--- config.mk ---
export PLATFORM = sky130hd
export DESIGN_NAME = wbuf_write_ctrl
export DESIGN_NICKNAME = d
export VERILOG_FILES = /design/src/rtl/wbuf_pkg.sv /design/src/rtl/wbuf_addr_gen.sv /design/src/rtl/wbuf_write_ctrl.sv
export SDC_FILE = /design/constraint.sdc
export NUM_CORES = 1
export LEC_CHECK = 0
export CORE_ASPECT_RATIO = 1.1
export CORE_MARGIN = 2
export CORE_UTILIZATION = 41
export DETAILED_ROUTE_END_ITERATION = 12
export HOLD_SLACK_MARGIN = 0.02
export PLACE_DENSITY = 0.76
export SLEW_MARGIN = 20
export SYNTH_ARGS = -nofsm -noshare
export SYNTH_HDL_FRONTEND = slang
export SYNTH_SLANG_ARGS = --single-unit
--- constraint.sdc ---
create_clock -name clk -period 3.4 [get_ports clk]
set_input_delay 0.68 -clock clk [delete_from_list [all_inputs] [get_ports clk]]
set_output_delay 0.68 -clock clk [all_outputs]
set_load 0.02 [all_outputs]
--- src/rtl/wbuf_pkg.sv ---
// Shared definitions for the weight-buffer slice: derived geometry helpers
// and the write-sequencer state encoding.
package wbuf_pkg;

  typedef enum logic [1:0] {
    IDLE = 2'd0,
    RUN  = 2'd1,
    DONE = 2'd2
  } wbuf_state_e;

  function automatic int unsigned group_size(input int unsigned mem_w,
                                             input int unsigned data_w,
                                             input int unsigned array_m);
    return (data_w * array_m) / mem_w;
  endfunction

  function automatic int unsigned group_id_w(input int unsigned gs);
    return (gs == 1) ? 0 : $clog2(gs);
  endfunction

  function automatic int unsigned buf_id_w(input int unsigned array_n,
                                           input int unsigned gs);
    return $clog2(array_n) + group_id_w(gs);
  endfunction

  function automatic int unsigned num_banks(input int unsigned array_n,
                                            input int unsigned gs);
    return array_n * gs;
  endfunction

  function automatic int unsigned mem_addr_width(input int unsigned buf_addr_w,
                                                 input int unsigned id_w);
    return buf_addr_w + id_w;
  endfunction

endpackage

--- src/rtl/wbuf_addr_gen.sv ---
// Bank/row beat counters for one load command; produces the write address
// {base+row, bank} and flags the final beat of the command.
module wbuf_addr_gen
  import wbuf_pkg::*;
#(
  parameter int unsigned BUF_ADDR_WIDTH = 9,
  parameter int unsigned BUF_ID_W       = 2,
  parameter int unsigned NUM_BANKS      = 4,
  parameter int unsigned MEM_ADDR_WIDTH = BUF_ADDR_WIDTH + BUF_ID_W
) (
  input  logic                      clk,
  input  logic                      reset,
  input  logic                      clear,
  input  logic                      advance,
  input  logic [BUF_ADDR_WIDTH-1:0] base_addr,
  input  logic [BUF_ADDR_WIDTH:0]   num_rows,
  output logic [MEM_ADDR_WIDTH-1:0] addr,
  output logic                      last_beat
);

  localparam logic [BUF_ADDR_WIDTH:0] ROW_ONE = (BUF_ADDR_WIDTH + 1)'(1);

  logic [BUF_ADDR_WIDTH:0]   row_cnt;
  logic [BUF_ADDR_WIDTH-1:0] row_addr;
  logic                      row_end;
  logic                      last_row;

  // Row address wraps modulo the per-bank depth by truncation.
  assign row_addr  = base_addr + row_cnt[BUF_ADDR_WIDTH-1:0];
  assign last_row  = (row_cnt == (num_rows - ROW_ONE));
  assign last_beat = last_row && row_end;

  always_ff @(posedge clk or posedge reset) begin
    if (reset) begin
      row_cnt <= '0;
    end else if (clear) begin
      row_cnt <= '0;
    end else if (advance && row_end) begin
      row_cnt <= row_cnt + ROW_ONE;
    end
  end

  if (BUF_ID_W > 0) begin : g_banked
    localparam logic [BUF_ID_W-1:0] LAST_BANK = BUF_ID_W'(NUM_BANKS - 1);
    localparam logic [BUF_ID_W-1:0] BANK_ONE  = BUF_ID_W'(1);

    logic [BUF_ID_W-1:0] bank_cnt;

    always_ff @(posedge clk or posedge reset) begin
      if (reset) begin
        bank_cnt <= '0;
      end else if (clear) begin
        bank_cnt <= '0;
      end else if (advance) begin
        bank_cnt <= row_end ? '0 : bank_cnt + BANK_ONE;
      end
    end

    assign row_end = (bank_cnt == LAST_BANK);
    assign addr    = {row_addr, bank_cnt};
  end else begin : g_flat
    // Single bank: every beat completes a row.
    assign row_end = 1'b1;
    assign addr    = row_addr;
  end

endmodule

--- src/rtl/wbuf_write_ctrl.sv ---
// Weight-buffer write sequencer: turns a valid/ready beat stream into
// registered banked writes covering cfg_num_rows rows from cfg_base_addr.
module wbuf_write_ctrl
  import wbuf_pkg::*;
#(
  parameter int unsigned MEM_DATA_WIDTH = 64,
  parameter int unsigned ARRAY_N        = 4,
  parameter int unsigned ARRAY_M        = 4,
  parameter int unsigned DATA_WIDTH     = 16,
  parameter int unsigned BUF_ADDR_WIDTH = 9,
  parameter int unsigned GROUP_SIZE     = group_size(MEM_DATA_WIDTH, DATA_WIDTH, ARRAY_M),
  parameter int unsigned GROUP_ID_W     = group_id_w(GROUP_SIZE),
  parameter int unsigned BUF_ID_W       = buf_id_w(ARRAY_N, GROUP_SIZE),
  parameter int unsigned NUM_BANKS      = num_banks(ARRAY_N, GROUP_SIZE),
  parameter int unsigned MEM_ADDR_WIDTH = mem_addr_width(BUF_ADDR_WIDTH, BUF_ID_W)
) (
  input  logic                      clk,
  input  logic                      reset,
  input  logic                      cfg_start,
  input  logic [BUF_ADDR_WIDTH-1:0] cfg_base_addr,
  input  logic [BUF_ADDR_WIDTH:0]   cfg_num_rows,
  input  logic                      s_valid,
  output logic                      s_ready,
  input  logic [MEM_DATA_WIDTH-1:0] s_data,
  input  logic                      s_last,
  output logic                      mem_write_req,
  output logic [MEM_ADDR_WIDTH-1:0] mem_write_addr,
  output logic [MEM_DATA_WIDTH-1:0] mem_write_data,
  output logic                      busy,
  output logic                      done,
  output logic                      err
);

  wbuf_state_e               state;
  logic [BUF_ADDR_WIDTH-1:0] base_q;
  logic [BUF_ADDR_WIDTH:0]   rows_q;
  logic                      start;
  logic                      accept;
  logic                      last_beat;
  logic [MEM_ADDR_WIDTH-1:0] gen_addr;

  assign start   = cfg_start && (state == IDLE);
  assign s_ready = (state == RUN);
  assign accept  = s_valid && s_ready;
  assign busy    = (state != IDLE);
  assign done    = (state == DONE);

  wbuf_addr_gen #(
    .BUF_ADDR_WIDTH (BUF_ADDR_WIDTH),
    .BUF_ID_W       (BUF_ID_W),
    .NUM_BANKS      (NUM_BANKS),
    .MEM_ADDR_WIDTH (MEM_ADDR_WIDTH)
  ) u_addr_gen (
    .clk       (clk),
    .reset     (reset),
    .clear     (start),
    .advance   (accept),
    .base_addr (base_q),
    .num_rows  (rows_q),
    .addr      (gen_addr),
    .last_beat (last_beat)
  );

  always_ff @(posedge clk or posedge reset) begin
    if (reset) begin
      state  <= IDLE;
      base_q <= '0;
      rows_q <= '0;
    end else begin
      unique case (state)
        IDLE: begin
          if (start) begin
            base_q <= cfg_base_addr;
            rows_q <= cfg_num_rows;
            state  <= (cfg_num_rows != '0) ? RUN : DONE;
          end
        end
        RUN:     if (accept && last_beat) state <= DONE;
        DONE:    state <= IDLE;
        default: state <= IDLE;
      endcase
    end
  end

  // err flags any disagreement between s_last and the computed final beat.
  always_ff @(posedge clk or posedge reset) begin
    if (reset) begin
      err <= 1'b0;
    end else if (start) begin
      err <= 1'b0;
    end else if (accept && (s_last != last_beat)) begin
      err <= 1'b1;
    end
  end

  always_ff @(posedge clk or posedge reset) begin
    if (reset) begin
      mem_write_req  <= 1'b0;
      mem_write_addr <= '0;
      mem_write_data <= '0;
    end else begin
      mem_write_req <= accept;
      if (accept) begin
        mem_write_addr <= gen_addr;
        mem_write_data <= s_data;
      end
    end
  end

endmodule
==> key figures, run 1 <==
Clocking
  – Clk sinks: 110
  – Clk pin slew, worst setup/hold paths: 70 ps
  – TritonCTS clock tree: done
  – PostCTS Resize Cnt: 0
  – CTS root buffer: clkbuf_16
  – Post-CTS setup buffer count: 0
  – Clk_lat worst skew: 350 ps
  – Clk buf depth: 2
  – Inserted Clock Buffers: 9
  – Hold Buf Count CTS: 0
  – H-tree Lvls: 3

Setup path
  – CP Capture Type: primary output
  – Startpoint Class: flip-flop
  – Worst EP arrival: 1700 ps
  – R2r endpoint: err$_DFFE_PP0P_
  – Critical Path RT: 2720 ps
  – RR Startpoint: rows_q[0]$_DFFE_PP0P_
  – Critical path class: reg2out
  – Critical Path Fanout Max: 5
  – R2R Setup Slk: ~1100 ps
  – Cells on worst reg2reg path: 9

Finish
  – Finished Layout Cells: 844
  – # diodes: 0
  – Share of cells above drive strength 1: 7.061%
  – Multi-input logic area: 0.002031 sq mm
  – Commonest non-fill, non-tap cell in the layout: nand2_1
  – Fill cells: 958
  – Synth-to-Final Area Change: 44.61%
  – Most frequent cells in the layout: nand2_1, clkdlybuf4s50_1, dfrtp_1, o21ai_0
  – Nets: 789
  – Register area: approximately 0.0028 sq mm

Synthesis
  – Post-synth cell types: 48
  – Synth async-reset ratio: 100.0%
  – EDFF count, synth: 0
  – Synth warnings: 0
  – Syn avg cell area: roughly 9.4 sq um
  – Post-Syn Area: a little under 0.005 sq mm
  – Syn nets: 626
  – Mapped Cells: 526
  – Yosys top cell by area: dfrtp_1
  – Synth top area share: between 50% and 60%
  – Synthesized flop and latch total: 110
  – Synth area leaders: dfrtp_1, nand2_1, mux2_2, ha_1, xor2_1
  – Register area share after synthesis: 55.92%
  – Main synth FF type: dfrtp_1

Worst hold path
  – Min-Delay Path Class: reg2reg
  – Endpoint, Worst Hold: mem_write_data[59]$_DFFE_PP0P_
  – Hold Startpoint: mem_write_data[59]$_DFFE_PP0P_
  – Hold path cells: 2

Timing
  – Slew HR: 49.53%
  – Crit path time final: around 2400 ps
  – Max frequency: 420.5 MHz
  – Final period util: 69.94%
  – Worst slew pin tran: 755.5 ps
  – Endpoints failing hold: 0
  – Final setup fails: 0
  – Post-route setup TNS: 0 ps
  – Fin. max-slew vios: 0
  – Hold WS: 472.4 ps
  – RSZ-0062 raised after global routing: false
  – Max Clock Skew: roughly 6.1 ps

Routing
  – Vias/cell: 4.912
  – Antenna Nets Post-Route: 0
  – Via count: 4,146
  – DR pass1 iterations: 4
  – DR DRC count: 0
  – Final wirelength: roughly 13 mm
  – Wire length per cell: 14.97 microns
  – 1st-iter DRT viols: 156

Placement
  – Hpwl dp: between 9 and 10 mm
  – Placer Congestion: 0.8561
  – IO Port Bufs: 167
  – Dpl cells: 828

Die
  – Die Height: approximately 120 microns
  – Initial Util: around 42%
  – Row count: 41
  – Die area: 0.01290 sq mm
  – Die width: ~110 microns
  – Core Box Area: 0.01159 sq mm
  – Ports: 168

Global route
  – Antenna violations before repair: 0
  – Pin count of the biggest net entering global routing: 54
  – GRT Residual Overflow: 0
  – Vias in the first global route: 4,275
  – First-pass GRT wire length: between 20 and 25 mm
  – Total track usage: slightly above 20%

Pwr
  – VDD IR max: 0.3804 mV
  – Static leakage: 3.324 nW
  – P per Cell Area: 765.3 mW/mm^2

Flow run
  – Max Cap Violations: 0

Status
  – Outcome: finished clean
==> sequential cells by signal, indices dropped and copies added (netlist names) <==
signal / cells
base_q: 9
err: 1
mem_write_addr: 11
mem_write_data: 64
mem_write_req: 1
rows_q: 10
state: 2
u_addr_gen.g_banked.bank_cnt: 2
u_addr_gen.row_cnt: 10
==> synth_stat cells (all sizes together), types with 4 or more instances <==
cell type	n
nand2	225
o21ai	16
nand3	10
nand2b	6
and3	4
inv	16
clkbuf	20
dfrtp	110
xor2	14
nor2	15
nor4	4
ha	11
nor3	5
or2	4
mux2	14
xnor2	10
a21oi	7
==> logic make-up after synthesis <==
group                    after synthesis  share of synthesized area [%]
AO/OA/AOI/OAI                         41                          5.338
XOR/XNOR                              25                          4.728
adder cells (fa/ha/maj)               12                          3.203
buffers and inverters                 38                          2.923
flip-flops                           110                          55.92
multiplexers                          14                          3.203
AND/OR/NAND/NOR                      286                          24.68
==> stage by stage <==
stage               cell area (sq um)  power (mW)  setup WS, ps  util, %
floorplan                        4926       3.325          1311        -
global placement                 6784       4.226         797.6    58.51
detailed placement               6784       4.313         768.1    58.51
CTS                              7118       5.505          1020    61.40
global route                     7118       5.787         885.5    61.40
finish                           7118       5.448          1022    61.40
==> worst max-delay path by stage <==
stage	slack [ps]	depth (start not counted)	endpoint	start
finish	1020	2	s_ready	state[0]$_DFFE_PP0P_
global placement	800	8	u_addr_gen.row_cnt[9]$_DFFE_PP0P_	s_valid
global route	890	8	mem_write_addr[9]$_DFFE_PP0P_	u_addr_gen.row_cnt[1]$_DFFE_PP0P_
detailed placement	770	8	u_addr_gen.row_cnt[9]$_DFFE_PP0P_	s_valid
floorplan	1310	8	mem_write_addr[9]$_DFFE_PP0P_	u_addr_gen.row_cnt[1]$_DFFE_PP0P_
CTS	1020	2	s_ready	state[0]$_DFFE_PP0P_
==> cell type report <==
class	count	share of cell area, %
tap	150	2.637
clock buffer	11	3.551
multi-input combinational	378	28.53
inverter	16	0.8965
timing repair buffer	174	24.57
sequential	110	38.67
clock inverter	5	1.143
==> per-layer routing <==
metal,global-route usage [%],vias up,routed length (microns)
li1,-,2021,-
met1,23.11,1965,4985
met2,35.94,131,6543
met3,4.981,29,750
met4,8.974,0,353
met5,0,-,0
==> worst max-delay path, stage by stage (launching register included) <==
cell and delay, ps:
dfrtp_1 390, nor2b_1 290, clkdlybuf4s50_1 670
==> power breakdown <==
group	total (mW)	internal [mW]	switching (mW)
combinational	2.24	1.07	1.17
clock	1.16	0.686	0.471
sequential	2.05	1.72	0.329
No activity file was read; power rests on OpenSTA's default activity.
==> inputs of run 2 (changes only) <==
- CORE_UTILIZATION: 41 -> 46
- PLACE_DENSITY: 0.76 -> 0.81
- clock period: 3.4 -> 2.4 ns (I/O delays scaled with it)
==> key figures, run 2 (synthesized netlist as in run 1, its figures left out) <==
Status
  – Outcome: finished clean

Setup path
  – Critical Path RT: 2610 ps
  – Worst EP arrival: 2470 ps
  – CP Capture Type: flip-flop
  – R2R Setup Slk: 150 ps
  – Critical path class: reg2reg
  – RR Startpoint: rows_q[0]$_DFFE_PP0P_
  – Critical Path Start: rows_q[0]$_DFFE_PP0P_
  – Critical Path Fanout Max: 6
  – Startpoint Class: flip-flop
  – R2r endpoint: err$_DFFE_PP0P_
  – Cells on worst reg2reg path: 9
  – Setup crit end: err$_DFFE_PP0P_

Flow run
  – Max Cap Violations: 0

Routing
  – Antenna Nets Post-Route: 0
  – DR DRC count: 0
  – Vias/cell: 4.944
  – 1st-iter DRT viols: around 190
  – Wire length per cell: 15.02 microns
  – Final wirelength: between 10 and 15 mm
  – Via count: 4,153
  – DR pass1 iterations: 4

Global route
  – First-pass GRT wire length: around 21 mm
  – Pin count of the biggest net entering global routing: just over 70
  – Vias in the first global route: 4,481
  – GRT Residual Overflow: 0
  – Total track usage: between 20% and 30%
  – Antenna violations before repair: 0

Worst hold path
  – Min-Delay Path Class: reg2reg
  – Hold Startpoint: mem_write_data[50]$_DFFE_PP0P_

Finish
  – # diodes: 0
  – Largest registers: mem_write_data x64, mem_write_addr x11
  – Most frequent cells in the layout: nand2_1, clkdlybuf4s50_1, dfrtp_1, o21ai_0
  – Fill cells: 802
  – Share of cells above drive strength 1: under 10%
  – Commonest non-fill, non-tap cell in the layout: nand2_1
  – Synth-to-Final Area Change: 44.84%
  – Max FFs per register: 64
  – Nets: 792
  – Biggest register: mem_write_data

Clocking
  – Clk pin slew, worst setup/hold paths: 70 ps
  – Hold Buf Count CTS: 0
  – CTS root buffer: clkbuf_16
  – Clk_lat worst skew: 350 ps
  – Inserted Clock Buffers: 9
  – H-tree Lvls: 3
  – Clk sinks: 110
  – Clk buf depth: 2
  – PostCTS Resize Cnt: 0
  – Post-CTS setup buffer count: 0
  – TritonCTS clock tree: done

Timing
  – Endpoints failing hold: 0
  – Final setup margin: between 100 and 150 ps
  – RSZ-0062 raised after global routing: false
  – Max frequency: 444.3 MHz
  – Max Clock Skew: 6.900 ps
  – Worst slew pin tran: just over 600 ps
  – Fin. max-slew vios: 0
  – Slew HR: about three fifths
  – Final period util: 93.79%
  – Post-route setup TNS: 0 ps
  – Crit path time final: 2251 ps
  – Final setup fails: 0

Placement
  – IO Port Bufs: 167
  – Placer Congestion: a little under 0.9
  – Hpwl dp: between 9 and 10 mm
  – Dpl ws: 98.65 ps

Die
  – Die width: 102.6 microns
  – Row count: 39
  – Ports: 168
  – Initial Util: 47.36%
  – Die area: between 0.01 and 0.015 sq mm
  – Die Height: ~110 microns
  – Core Box Area: 0.01039 sq mm

Pwr
  – VDD IR max: between 0.5 and 0.6 mV
  – P per Cell Area: 1081 mW/mm^2
  – Static leakage: 3.338 nW
==> run 2: critical path: stages, from the launching register on <==
cell and delay, ps:
dfrtp_2 420, inv_1 90, ha_1 290, nand2b_1 170
nand3_1 90, o21ai_0 90, a211o_1 260, or4_4 450
xor2_1 190, o22ai_2 80
==> run 2: routing by layer <==
| layer | GRT usage, % | wire length (microns) | part of all wire [%] | vias up |
|---|---|---|---|---|
| met5 | 0 | 0 | 0 | - |
| met4 | 8.800 | 256 | 2.0 | 0 |
| met3 | 5.978 | 715 | 5.7 | 18 |
| met2 | 41.31 | 6678 | 53 | 94 |
| met1 | 27.15 | 4970 | 39 | 2009 |
| li1 | - | - | - | 2032 |
==> run 2: area by class of cell <==
class / count / area, sq um / area share (%)
flip-flops and latches: 110 / 2755 / 38.65
multi-input cells: 378 / 2031 / 28.48
repair buffers: 177 / 1784 / 25.03
clock buffers: 12 / 246.5 / 3.457
well taps: 143 / 178.9 / 2.510
clock inverters: 4 / 70.07 / 0.9828
inverters: 16 / 63.81 / 0.8951
==> run 2: per-stage QoR <==
stage | util [%] | instances | instance area [sq um] | power [mW] | hold slack (ps)
floorplan | - | 526 | 4926 | 4.711 | 464.7
global route | 68.59 | 840 | 7129 | 8.187 | 500.5
detailed placement | 65.52 | 824 | 6810 | 6.149 | 460.9
CTS | 68.57 | 840 | 7127 | 7.771 | 478.3
finish | 68.59 | 840 | 7129 | 7.707 | 473.9
global placement | 65.52 | 824 | 6810 | 6.014 | 457.7
==> run 2: how the worst min path moves through the flow <==
stage / to / cells past startpoint / slack (ps)
finish: mem_write_data[50]$_DFFE_PP0P_ / 2 / 470
CTS: mem_write_data[50]$_DFFE_PP0P_ / 2 / 480
global route: mem_write_data[14]$_DFFE_PP0P_ / 2 / 500
detailed placement: mem_write_data[11]$_DFFE_PP0P_ / 2 / 460
floorplan: mem_write_addr[1]$_DFFE_PP0P_ / 2 / 460
global placement: mem_write_data[21]$_DFFE_PP0P_ / 2 / 460
==> run 2: power by group <==
group	leakage (nW)	switching, mW	internal [mW]
registers	1.34	0.451	2.44
logic	1.84	1.67	1.55
clock network	0.157	0.648	0.941
total	3.34	2.77	4.93
